===== src/rtl/alu_cmd_sequencer_if.sv =====
// Handshake bundle between the command sequencer, its producer/consumer and ALU_8_Bit.
// The sequencer takes the slave view; the environment driving it takes the master view.
interface alu_cmd_sequencer_if #(
    parameter int WIDTH = 8,
    parameter int SEL_W = 4,
    parameter int CNT_W = 8
);
    logic             cmd_valid;
    logic             cmd_ready;
    logic [SEL_W-1:0] cmd_op;
    logic [WIDTH-1:0] cmd_a;
    logic [WIDTH-1:0] cmd_b;
    logic             cmd_use_acc;
    logic             acc_clr;
    logic             sweep_start;
    logic             sweep_busy;
    logic [WIDTH-1:0] alu_a;
    logic [WIDTH-1:0] alu_b;
    logic [SEL_W-1:0] alu_sel;
    logic [WIDTH-1:0] alu_out;
    logic             alu_carry;
    logic             res_valid;
    logic             res_ready;
    logic [WIDTH-1:0] res_data;
    logic             res_carry;
    logic             res_zero;
    logic [SEL_W-1:0] res_sel;
    logic [CNT_W-1:0] op_count;

    modport slave (
        input  cmd_valid, cmd_op, cmd_a, cmd_b, cmd_use_acc, acc_clr, sweep_start,
               alu_out, alu_carry, res_ready,
        output cmd_ready, sweep_busy, alu_a, alu_b, alu_sel,
               res_valid, res_data, res_carry, res_zero, res_sel, op_count
    );

    modport master (
        output cmd_valid, cmd_op, cmd_a, cmd_b, cmd_use_acc, acc_clr, sweep_start,
               alu_out, alu_carry, res_ready,
        input  cmd_ready, sweep_busy, alu_a, alu_b, alu_sel,
               res_valid, res_data, res_carry, res_zero, res_sel, op_count
    );
endinterface


===== src/rtl/alu_cmd_sequencer.sv =====
// Command stage for ALU_8_Bit: registers operands/opcode, waits one settle cycle,
// captures the result behind a valid/ready handshake, and can sweep all opcodes.
module alu_cmd_sequencer #(
    parameter int WIDTH = 8,
    parameter int SEL_W = 4,
    parameter int CNT_W = 8
) (
    input logic               clk,
    input logic               rst_n,
    alu_cmd_sequencer_if.slave bus
);
    typedef enum logic [1:0] {IDLE, EXEC, RESP} state_t;

    localparam logic [SEL_W-1:0] SEL_MAX = {SEL_W{1'b1}};

    state_t           state_q, state_d;
    logic [WIDTH-1:0] acc_q, acc_d;
    logic [WIDTH-1:0] a_q, a_d;
    logic [WIDTH-1:0] b_q, b_d;
    logic [SEL_W-1:0] sel_q, sel_d;
    logic             sweep_q, sweep_d;
    logic             rv_q, rv_d;
    logic [WIDTH-1:0] rd_q, rd_d;
    logic             rc_q, rc_d;
    logic             rz_q, rz_d;
    logic [SEL_W-1:0] rs_q, rs_d;
    logic [CNT_W-1:0] cnt_q, cnt_d;

    always_ff @(posedge clk or negedge rst_n) begin
        if (!rst_n) begin
            state_q <= IDLE;
            acc_q   <= '0;
            a_q     <= '0;
            b_q     <= '0;
            sel_q   <= '0;
            sweep_q <= 1'b0;
            rv_q    <= 1'b0;
            rd_q    <= '0;
            rc_q    <= 1'b0;
            rz_q    <= 1'b0;
            rs_q    <= '0;
            cnt_q   <= '0;
        end else begin
            state_q <= state_d;
            acc_q   <= acc_d;
            a_q     <= a_d;
            b_q     <= b_d;
            sel_q   <= sel_d;
            sweep_q <= sweep_d;
            rv_q    <= rv_d;
            rd_q    <= rd_d;
            rc_q    <= rc_d;
            rz_q    <= rz_d;
            rs_q    <= rs_d;
            cnt_q   <= cnt_d;
        end
    end

    always_comb begin
        state_d = state_q;
        acc_d   = acc_q;
        a_d     = a_q;
        b_d     = b_q;
        sel_d   = sel_q;
        sweep_d = sweep_q;
        rv_d    = rv_q;
        rd_d    = rd_q;
        rc_d    = rc_q;
        rz_d    = rz_q;
        rs_d    = rs_q;
        cnt_d   = cnt_q;
        case (state_q)
            IDLE: begin
                if (bus.acc_clr) acc_d = '0;
                if (bus.sweep_start) begin
                    a_d     = bus.cmd_a;
                    b_d     = bus.cmd_b;
                    sel_d   = '0;
                    sweep_d = 1'b1;
                    state_d = EXEC;
                end else if (bus.cmd_valid) begin
                    // A clear in the accept cycle must already be visible to a chained op
                    a_d     = bus.cmd_use_acc ? (bus.acc_clr ? '0 : acc_q) : bus.cmd_a;
                    b_d     = bus.cmd_b;
                    sel_d   = bus.cmd_op;
                    state_d = EXEC;
                end
            end
            EXEC: begin
                rd_d    = bus.alu_out;
                rc_d    = bus.alu_carry;
                rz_d    = (bus.alu_out == '0);
                rs_d    = sel_q;
                acc_d   = bus.alu_out;
                rv_d    = 1'b1;
                state_d = RESP;
            end
            RESP: begin
                if (bus.res_ready) begin
                    rv_d  = 1'b0;
                    cnt_d = cnt_q + CNT_W'(1);
                    if (sweep_q && sel_q != SEL_MAX) begin
                        sel_d   = sel_q + SEL_W'(1);
                        state_d = EXEC;
                    end else begin
                        sweep_d = 1'b0;
                        state_d = IDLE;
                    end
                end
            end
            default: state_d = IDLE;
        endcase
    end

    assign bus.cmd_ready  = (state_q == IDLE);
    assign bus.sweep_busy = sweep_q;
    assign bus.alu_a      = a_q;
    assign bus.alu_b      = b_q;
    assign bus.alu_sel    = sel_q;
    assign bus.res_valid  = rv_q;
    assign bus.res_data   = rd_q;
    assign bus.res_carry  = rc_q;
    assign bus.res_zero   = rz_q;
    assign bus.res_sel    = rs_q;
    assign bus.op_count   = cnt_q;
endmodule


===== src/flat_wrapper.sv =====
// flat-port wrapper written by rule: the top's interface ports become plain ports
module alu_cmd_sequencer_flat 
#(
    parameter int WIDTH = 8,
    parameter int SEL_W = 4,
    parameter int CNT_W = 8
)
  (clk, rst_n, bus_cmd_valid, bus_cmd_op, bus_cmd_a, bus_cmd_b, bus_cmd_use_acc, bus_acc_clr, bus_sweep_start, bus_alu_out, bus_alu_carry, bus_res_ready, bus_cmd_ready, bus_sweep_busy, bus_alu_a, bus_alu_b, bus_alu_sel, bus_res_valid, bus_res_data, bus_res_carry, bus_res_zero, bus_res_sel, bus_op_count);
  alu_cmd_sequencer_if #(.WIDTH(WIDTH), .SEL_W(SEL_W), .CNT_W(CNT_W)) bus_i ();
  input logic clk;
  input logic rst_n;
  input wire logic [$bits(bus_i.cmd_valid)-1:0] bus_cmd_valid;
  input wire logic [$bits(bus_i.cmd_op)-1:0] bus_cmd_op;
  input wire logic [$bits(bus_i.cmd_a)-1:0] bus_cmd_a;
  input wire logic [$bits(bus_i.cmd_b)-1:0] bus_cmd_b;
  input wire logic [$bits(bus_i.cmd_use_acc)-1:0] bus_cmd_use_acc;
  input wire logic [$bits(bus_i.acc_clr)-1:0] bus_acc_clr;
  input wire logic [$bits(bus_i.sweep_start)-1:0] bus_sweep_start;
  input wire logic [$bits(bus_i.alu_out)-1:0] bus_alu_out;
  input wire logic [$bits(bus_i.alu_carry)-1:0] bus_alu_carry;
  input wire logic [$bits(bus_i.res_ready)-1:0] bus_res_ready;
  output wire logic [$bits(bus_i.cmd_ready)-1:0] bus_cmd_ready;
  output wire logic [$bits(bus_i.sweep_busy)-1:0] bus_sweep_busy;
  output wire logic [$bits(bus_i.alu_a)-1:0] bus_alu_a;
  output wire logic [$bits(bus_i.alu_b)-1:0] bus_alu_b;
  output wire logic [$bits(bus_i.alu_sel)-1:0] bus_alu_sel;
  output wire logic [$bits(bus_i.res_valid)-1:0] bus_res_valid;
  output wire logic [$bits(bus_i.res_data)-1:0] bus_res_data;
  output wire logic [$bits(bus_i.res_carry)-1:0] bus_res_carry;
  output wire logic [$bits(bus_i.res_zero)-1:0] bus_res_zero;
  output wire logic [$bits(bus_i.res_sel)-1:0] bus_res_sel;
  output wire logic [$bits(bus_i.op_count)-1:0] bus_op_count;
  assign bus_i.cmd_valid = bus_cmd_valid;
  assign bus_i.cmd_op = bus_cmd_op;
  assign bus_i.cmd_a = bus_cmd_a;
  assign bus_i.cmd_b = bus_cmd_b;
  assign bus_i.cmd_use_acc = bus_cmd_use_acc;
  assign bus_i.acc_clr = bus_acc_clr;
  assign bus_i.sweep_start = bus_sweep_start;
  assign bus_i.alu_out = bus_alu_out;
  assign bus_i.alu_carry = bus_alu_carry;
  assign bus_i.res_ready = bus_res_ready;
  assign bus_cmd_ready = bus_i.cmd_ready;
  assign bus_sweep_busy = bus_i.sweep_busy;
  assign bus_alu_a = bus_i.alu_a;
  assign bus_alu_b = bus_i.alu_b;
  assign bus_alu_sel = bus_i.alu_sel;
  assign bus_res_valid = bus_i.res_valid;
  assign bus_res_data = bus_i.res_data;
  assign bus_res_carry = bus_i.res_carry;
  assign bus_res_zero = bus_i.res_zero;
  assign bus_res_sel = bus_i.res_sel;
  assign bus_op_count = bus_i.op_count;
  alu_cmd_sequencer #(.WIDTH(WIDTH), .SEL_W(SEL_W), .CNT_W(CNT_W)) u_core (.clk(clk), .rst_n(rst_n), .bus(bus_i));
endmodule

===== config.mk =====
export PLATFORM = sky130hd
export DESIGN_NAME = alu_cmd_sequencer_flat
export DESIGN_NICKNAME = d
export VERILOG_FILES = /design/src/rtl/alu_cmd_sequencer_if.sv /design/src/rtl/alu_cmd_sequencer.sv /design/src/flat_wrapper.sv
export SDC_FILE = /design/constraint.sdc
export NUM_CORES = 1
export LEC_CHECK = 0
export CAP_MARGIN = 20
export CORE_UTILIZATION = 40
export DETAILED_ROUTE_END_ITERATION = 16
export PLACE_DENSITY = 0.75
export SYNTH_ARGS = -nofsm -noshare
export SYNTH_HDL_FRONTEND = slang
export SYNTH_SLANG_ARGS = --single-unit

===== constraint.sdc =====
create_clock -name clk -period 1.21 [get_ports clk]
set_input_delay 0.242 -clock clk [delete_from_list [all_inputs] [get_ports clk]]
set_output_delay 0.242 -clock clk [all_outputs]
set_load 0.1 [all_outputs]

==> results.cfg, run 1 <==
[finish]
fin_area_sq_um = 4521
nets = 389
areaGrowthSynthToFinish_pct = 95.30
drive_gt1_frac = 0.5199
nFillCells = 289
diodes = 0

[clock_network]
cts_buffer_depth = 2
clkSlewWorstSetupHoldPaths_ns = 0.09
root_buffer = clkbuf_8
worstSkewPairLatency_ns = 0.31
cts_buffers = 5
ctsHtreeMaxLevel = 2
cts_tree = built
cts.sinks = 54

[critical_path]
cp-startpoint = u_core.state_q[0]
end_kind = output port
critical_path.cell_chain = nor2_4 > buf_6 > buf_12
crit_fanout = 5
critPathKind = flop to output port
crit_path_max_incr_delay_ns = 0.48
crit_arrival_ns = 1.19
required_ns = 0.97
slowest_stage = dfrtp_2
worstSetupStartpointType = flop
worstReg2RegStart = u_core.state_q[0]

[outcome]
outcome = finished, violations left
violations = negative setup slack

[synthesis]
synth_top_cell_by_area = dfrtp_1
ys_seq_area_frac = 0.5838
synth-seq-cells = 54
syn-cell-area_sq_um = 2315
ys_types = 35
synth.top_cells.by_area = dfrtp_1 (58%), nand2_1 (10%), nor3b_1 (2.9%)
postSynthAreaPerCell_sq_um = 10.43
synth_cells = 222
syn_nets = 260
ys.warnings.count = 0
synth_top_area_share = 0.5838

[grt]
grt_pass1_wl_mm = 11.04
antenna_found_initial = 0
grt_pass1_vias = 2196
gr-total-overflow = 0
grt_util_all_layers = 0.2373
grt_max_degree = 55

[floorplanning]
die_w_um = 78.07
dieArea_sq_um = 6095
die_h_um = 78.07
coreArea_sq_um = 5540
io_pins = 81
initial_utilization = 0.4178
fp-row-count = 27

[sta]
finalHoldViolCount = 0
worstMarginPinSlew_ns = 0.3920
fin_tns_setup_ns = -5.334
period_share = 1.186
rsz0062_at_grt = yes
max_slew_margin = 0.7362
fmax_ghz = 0.6969
min_period_ns = 1.435
finClkSkew_ns = 0.006293
setup_viol = 61
finalWorstSetupSlack_ns = -0.2249
slew_viol_final = 0

[run]
maxCapViolCount = 0

[route]
ant_nets = 0
via_per_inst = 5.092
wl_per_cell_um = 16.49
drtIter0Drc = 107
routed_wl_mm = 6.990
drt_first_pass_iters = 4
drc = 0
num_vias = 2159

[place]
hpwl_mm = 4.443
port_buffers = 80
place_area_sq_um = 3919
post-place-ws_ns = -0.4555
globalplace.congestion = 0.8652

[hold_path]
min_path_type = input pin to async pin
kinds of logic after synthesis:
kind of cell               Yosys count  share of synthesized area
AOI/OAI and AO/OA                   38                    0.09891
xor gates and xnor gates             7                    0.02649
adders and majority gates            2                    0.01081
buffers and inverters               13                    0.02973
DFF                                 54                     0.5838
muxes                                8                    0.04378
and+or+nand+nor                    100                     0.2065
state kept, by name, summed over array words and instances (netlist names):
name                   cells
u_core.acc_q               8
u_core.bus.alu_a           8
u_core.bus.alu_b           8
u_core.bus.op_count        8
u_core.bus.res_data        8
u_core.bus.alu_sel         4
u_core.bus.res_sel         4
u_core.state_q             2
u_core.bus.res_carry       1
u_core.bus.res_valid       1
u_core.bus.res_zero        1
u_core.bus.sweep_busy      1
timing repair:
| action | in CTS | in global routing |
|---|---|---|
| hold buffers | 1 | 0 |
| hold endpoints to repair | 54 | 0 |
| cloned | 3 | 0 |
| resized for setup | 43 | 40 |
| pin swaps | 10 | 21 |
| buffers inserted | 19 | 2 |
| endpoints found under the setup margin | 46 | 65 |
cell usage in the layout (no fill, tap or decap), drive strengths merged:
cell | Yosys | final
nor3b | 9 | 9
xor2 | 3 | 3
clkinv | 0 | 1
buf | 9 | 96
o21bai | 1 | 1
a21oi | 13 | 13
nor4 | 2 | 2
clkdlybuf4s50 | 0 | 34
mux2 | 8 | 8
o21ai | 14 | 14
and2b | 1 | 1
nor2 | 5 | 5
o22ai | 2 | 2
nand2b | 3 | 3
nor3 | 2 | 2
nand3b | 1 | 1
dfrtp | 54 | 54
ha | 2 | 2
dlygate4sd3 | 0 | 1
and4b | 1 | 1
and3 | 1 | 1
nor2b | 2 | 2
or2 | 1 | 1
inv | 3 | 3
clkbuf | 1 | 7
nand2 | 64 | 65
xnor2 | 4 | 4
a22o | 7 | 7
a22oi | 1 | 1
nand3 | 7 | 7
and2 | 1 | 1
path summary, 6_finish.rpt:
path                                           to  slack, ns  depth (start not counted)
setup reg to reg              u_core.bus.alu_b[6]      -0.19                          6
hold reg to reg                   u_core.acc_q[0]       0.51                          2
setup / recovery                    bus_cmd_ready      -0.22                          3
max in group asynchronous   u_core.bus.alu_sel[0]       0.50                          3
hold / removal             u_core.bus.op_count[4]       0.46                          3
min in group clk             u_core.bus.res_carry       0.47                          3
Yosys cell counts:
| cell | n |
|---|---|
| nor3_2 | 2 |
| mux2_1 | 1 |
| nor2b_1 | 2 |
| o21ai_1 | 9 |
| nor3b_1 | 9 |
| inv_1 | 3 |
| a22o_1 | 7 |
| buf_6 | 1 |
| a22oi_2 | 1 |
| or2_1 | 1 |
| clkbuf_1 | 1 |
| o22ai_1 | 2 |
| and2b_1 | 1 |
| ha_1 | 2 |
| xor2_1 | 3 |
| nor4_1 | 2 |
| and3_1 | 1 |
| dfrtp_1 | 54 |
| nor2_1 | 4 |
| and2_1 | 1 |
| nand3b_2 | 1 |
| nand2_1 | 63 |
| nand2b_1 | 3 |
| xnor2_1 | 4 |
| and4b_1 | 1 |
| buf_4 | 1 |
| a21oi_1 | 13 |
| nand2_2 | 1 |
| buf_2 | 7 |
| mux2_2 | 4 |
| nand3_1 | 7 |
| o21ai_0 | 5 |
| mux2_4 | 3 |
| nor2_2 | 1 |
| o21bai_1 | 1 |
metal layers:
layer  track usage  wire [um]  vias up
met4       0.08519        131        0
li1              -          -     1005
met5             0          0        -
met2        0.4149       3736       59
met1        0.2995       2867     1084
met3       0.03256        255       11
final cells by class:
type | count | area, sq um | area share
Clock buffer | 7 | 86.33 | 0.01910
Clock inverter | 1 | 5.005 | 0.001107
Inverter | 3 | 11.26 | 0.002491
Multi-Input combinational cell | 156 | 1189 | 0.2629
Sequential cell | 54 | 1388 | 0.3069
Tap cell | 72 | 90.09 | 0.01993
Timing Repair Buffer | 131 | 1752 | 0.3875
worst max-delay path, delay by kind of cell (launching register included):
family,cells,cell delay [ns]
buffers and inverters,2,0.28
DFF,1,0.48
and+or+nand+nor,1,0.13
per-stage QoR:
| stage | hold WS (ns) | util | cells |
|---|---|---|---|
| 2_1_floorplan | -0.05359 | - | 222 |
| 3_3_place_gp | 0.2595 | 0.7073 | 393 |
| 3_5_place_dp | 0.2632 | 0.7073 | 393 |
| 4_1_cts | 0.4623 | 0.7920 | 423 |
| 5_1_grt | 0.4852 | 0.8159 | 424 |
| 6_report | 0.4567 | 0.8159 | 424 |
Power of run 1 is not shown: default switching activity piles up to over one toggle a cycle in this logic, so the estimate is an artifact.
==> run 2, diff against run 1 <==
Settings changed: PLACE_DENSITY 0.75 to 0.84.
==> run 2 against run 1 <==
  * The run still ends with negative setup slack left
  * Global-route usage is 0.54 points lower
  * Final cell count fell by 0.94%
  * Non-clock buffer count fell by 4
  * Via count decreased by 1.1%
  * Die area stayed put
  * Flip-flop and latch count unchanged
  * Largest cell class unchanged
  * Wire length down 2.0%
  * Utilization is 3.4 points lower
==> results.cfg, run 2 (synthesis results as in run 1) <==
[critical_path]
path_depth = 3
crit_fanout = 4
critical-path-top-delay-family = flip-flops
critPathKind = flop to output port
crit_path_max_incr_delay_ns = 0.46
rr_worst_depth = 5
cp_num_buf_inv = 2
crit_arrival_ns = 1.18
end_kind = output port
slowest_stage = dfrtp_2
required_ns = 0.97
worstSetupStartpointType = flop
critical_path.cell_chain = nor2_4 > buf_6 > buf_12

[finish]
diodes = 0
drive_gt1_frac = 0.4425
layout_common_cells = nand2_1 (60), buf_12 (46), dfrtp_1 (40)
final_common_cell = nand2_1
fin_cells = 420
areaGrowthSynthToFinish_pct = 87.24
nets = 385
fin_area_sq_um = 4334
nFillCells = 341

[route]
drtIter0Drc = 100
routed_wl_mm = 6.850
ant_nets = 0
wl_per_cell_um = 16.31
via_per_inst = 5.083
num_vias = 2135
drt_first_pass_iters = 4
drc = 0

[place]
place_area_sq_um = 3911
port_buffers = 80
post-place-ws_ns = -0.4842
globalplace.congestion = 0.9226
dp_cells = 392
hpwl_mm = 4.366

[run]
maxCapViolCount = 0

[grt]
antenna_found_initial = 0
grt_util_all_layers = 0.2319
gr-total-overflow = 0
grt_max_degree = 55
grt_pass1_vias = 2176
grt_pass1_wl_mm = 10.79

[sta]
fmax_ghz = 0.7056
finalHoldViolCount = 0
finClkSkew_ns = 0.004860
slew_viol_final = 0
setup_viol = 59
worstMarginPinSlew_ns = 0.3783
worst_hold_slack_ns = 0.4577
rsz0062_at_grt = yes
finalWorstSetupSlack_ns = -0.2072
min_period_ns = 1.417
max_slew_margin = 0.7455
period_share = 1.171

[outcome]
violations = negative setup slack
outcome = finished, violations left

[clock_network]
cts_buffer_depth = 2
cts_tree = built
worstSkewPairLatency_ns = 0.31
clkSlewWorstSetupHoldPaths_ns = 0.09
ctsHtreeMaxLevel = 2
cts_buffers = 5
root_buffer = clkbuf_8
cts.sinks = 54

[floorplanning]
dieArea_sq_um = 6095
initial_utilization = 0.4178
fp-row-count = 27
coreArea_sq_um = 5540
io_pins = 81
die_w_um = 78.07
die_h_um = 78.07

[hold_path]
min_path_type = input pin to async pin
==> run 2: cell count changes in the layout (fill, tap and decap cells not counted), sizes merged <==
cell / delta
buf: -4
bufinv: +1
clkbuf: -2
clkdlybuf4s50: -1
clkinv: +1
dlygate4sd2: +1
==> run 2: metrics by stage <==
step	utilization	TNS, ns
5_1_grt	0.7823	-6.732
3_5_place_dp	0.7060	-12.92
3_3_place_gp	0.7060	-11.46
6_report	0.7823	-4.106
4_1_cts	0.7703	-3.234
2_1_floorplan	-	-8.511
==> run 2: layout make-up <==
cell class	instances	area, sq um	share of cell area
sequential	54	1386	0.3199
clock inverter	3	40.04	0.009238
timing repair buffer	127	1662	0.3834
tap	72	90.09	0.02079
multi-input combinational	156	1076	0.2483
inverter	3	11.26	0.002598
clock buffer	5	68.82	0.01588
==> run 2: what timing repair did <==
action	CTS	global route
pin swaps	8	3
endpoints found under the setup margin	49	63
setup buffers	13	5
hold endpoints to repair	54	0
cloned	3	0
hold buffers	1	0
gates resized for setup	36	12
==> run 2: worst min-delay path, stage by stage <==
cell           delay (ns)
dlygate4sd3_1        0.52
buf_2                0.12
buf_12               0.27
==> run 2: path summary, 6_finish.rpt <==
| path | slack (ns) | start | endpoint |
|---|---|---|---|
| worst min-delay path | 0.46 | rst_n | u_core.bus.res_carry |
| worst max-delay path | -0.21 | u_core.state_q[0] | bus_cmd_ready |
| worst max register to register | -0.19 | u_core.state_q[0] | u_core.bus.alu_sel[2] |
| min in group clk | 0.46 | bus_alu_carry | u_core.bus.res_carry |
| worst min register to register | 0.49 | u_core.acc_q[0] | u_core.acc_q[0] |
| max in group asynchronous | 0.50 | rst_n | u_core.bus.alu_sel[1] |
==> run 2: per-layer routing <==
layer / global-route usage / wire [um] / vias up / part of all wire
met5: 0 / 0 / - / 0
met4: 0.09074 / 180 / 0 / 0.026
met3: 0.04651 / 398 / 14 / 0.058
met2: 0.3886 / 3524 / 81 / 0.51
met1: 0.2949 / 2747 / 1044 / 0.40
li1: - / - / 996 / -
Power of run 2 is left out for the same reason.
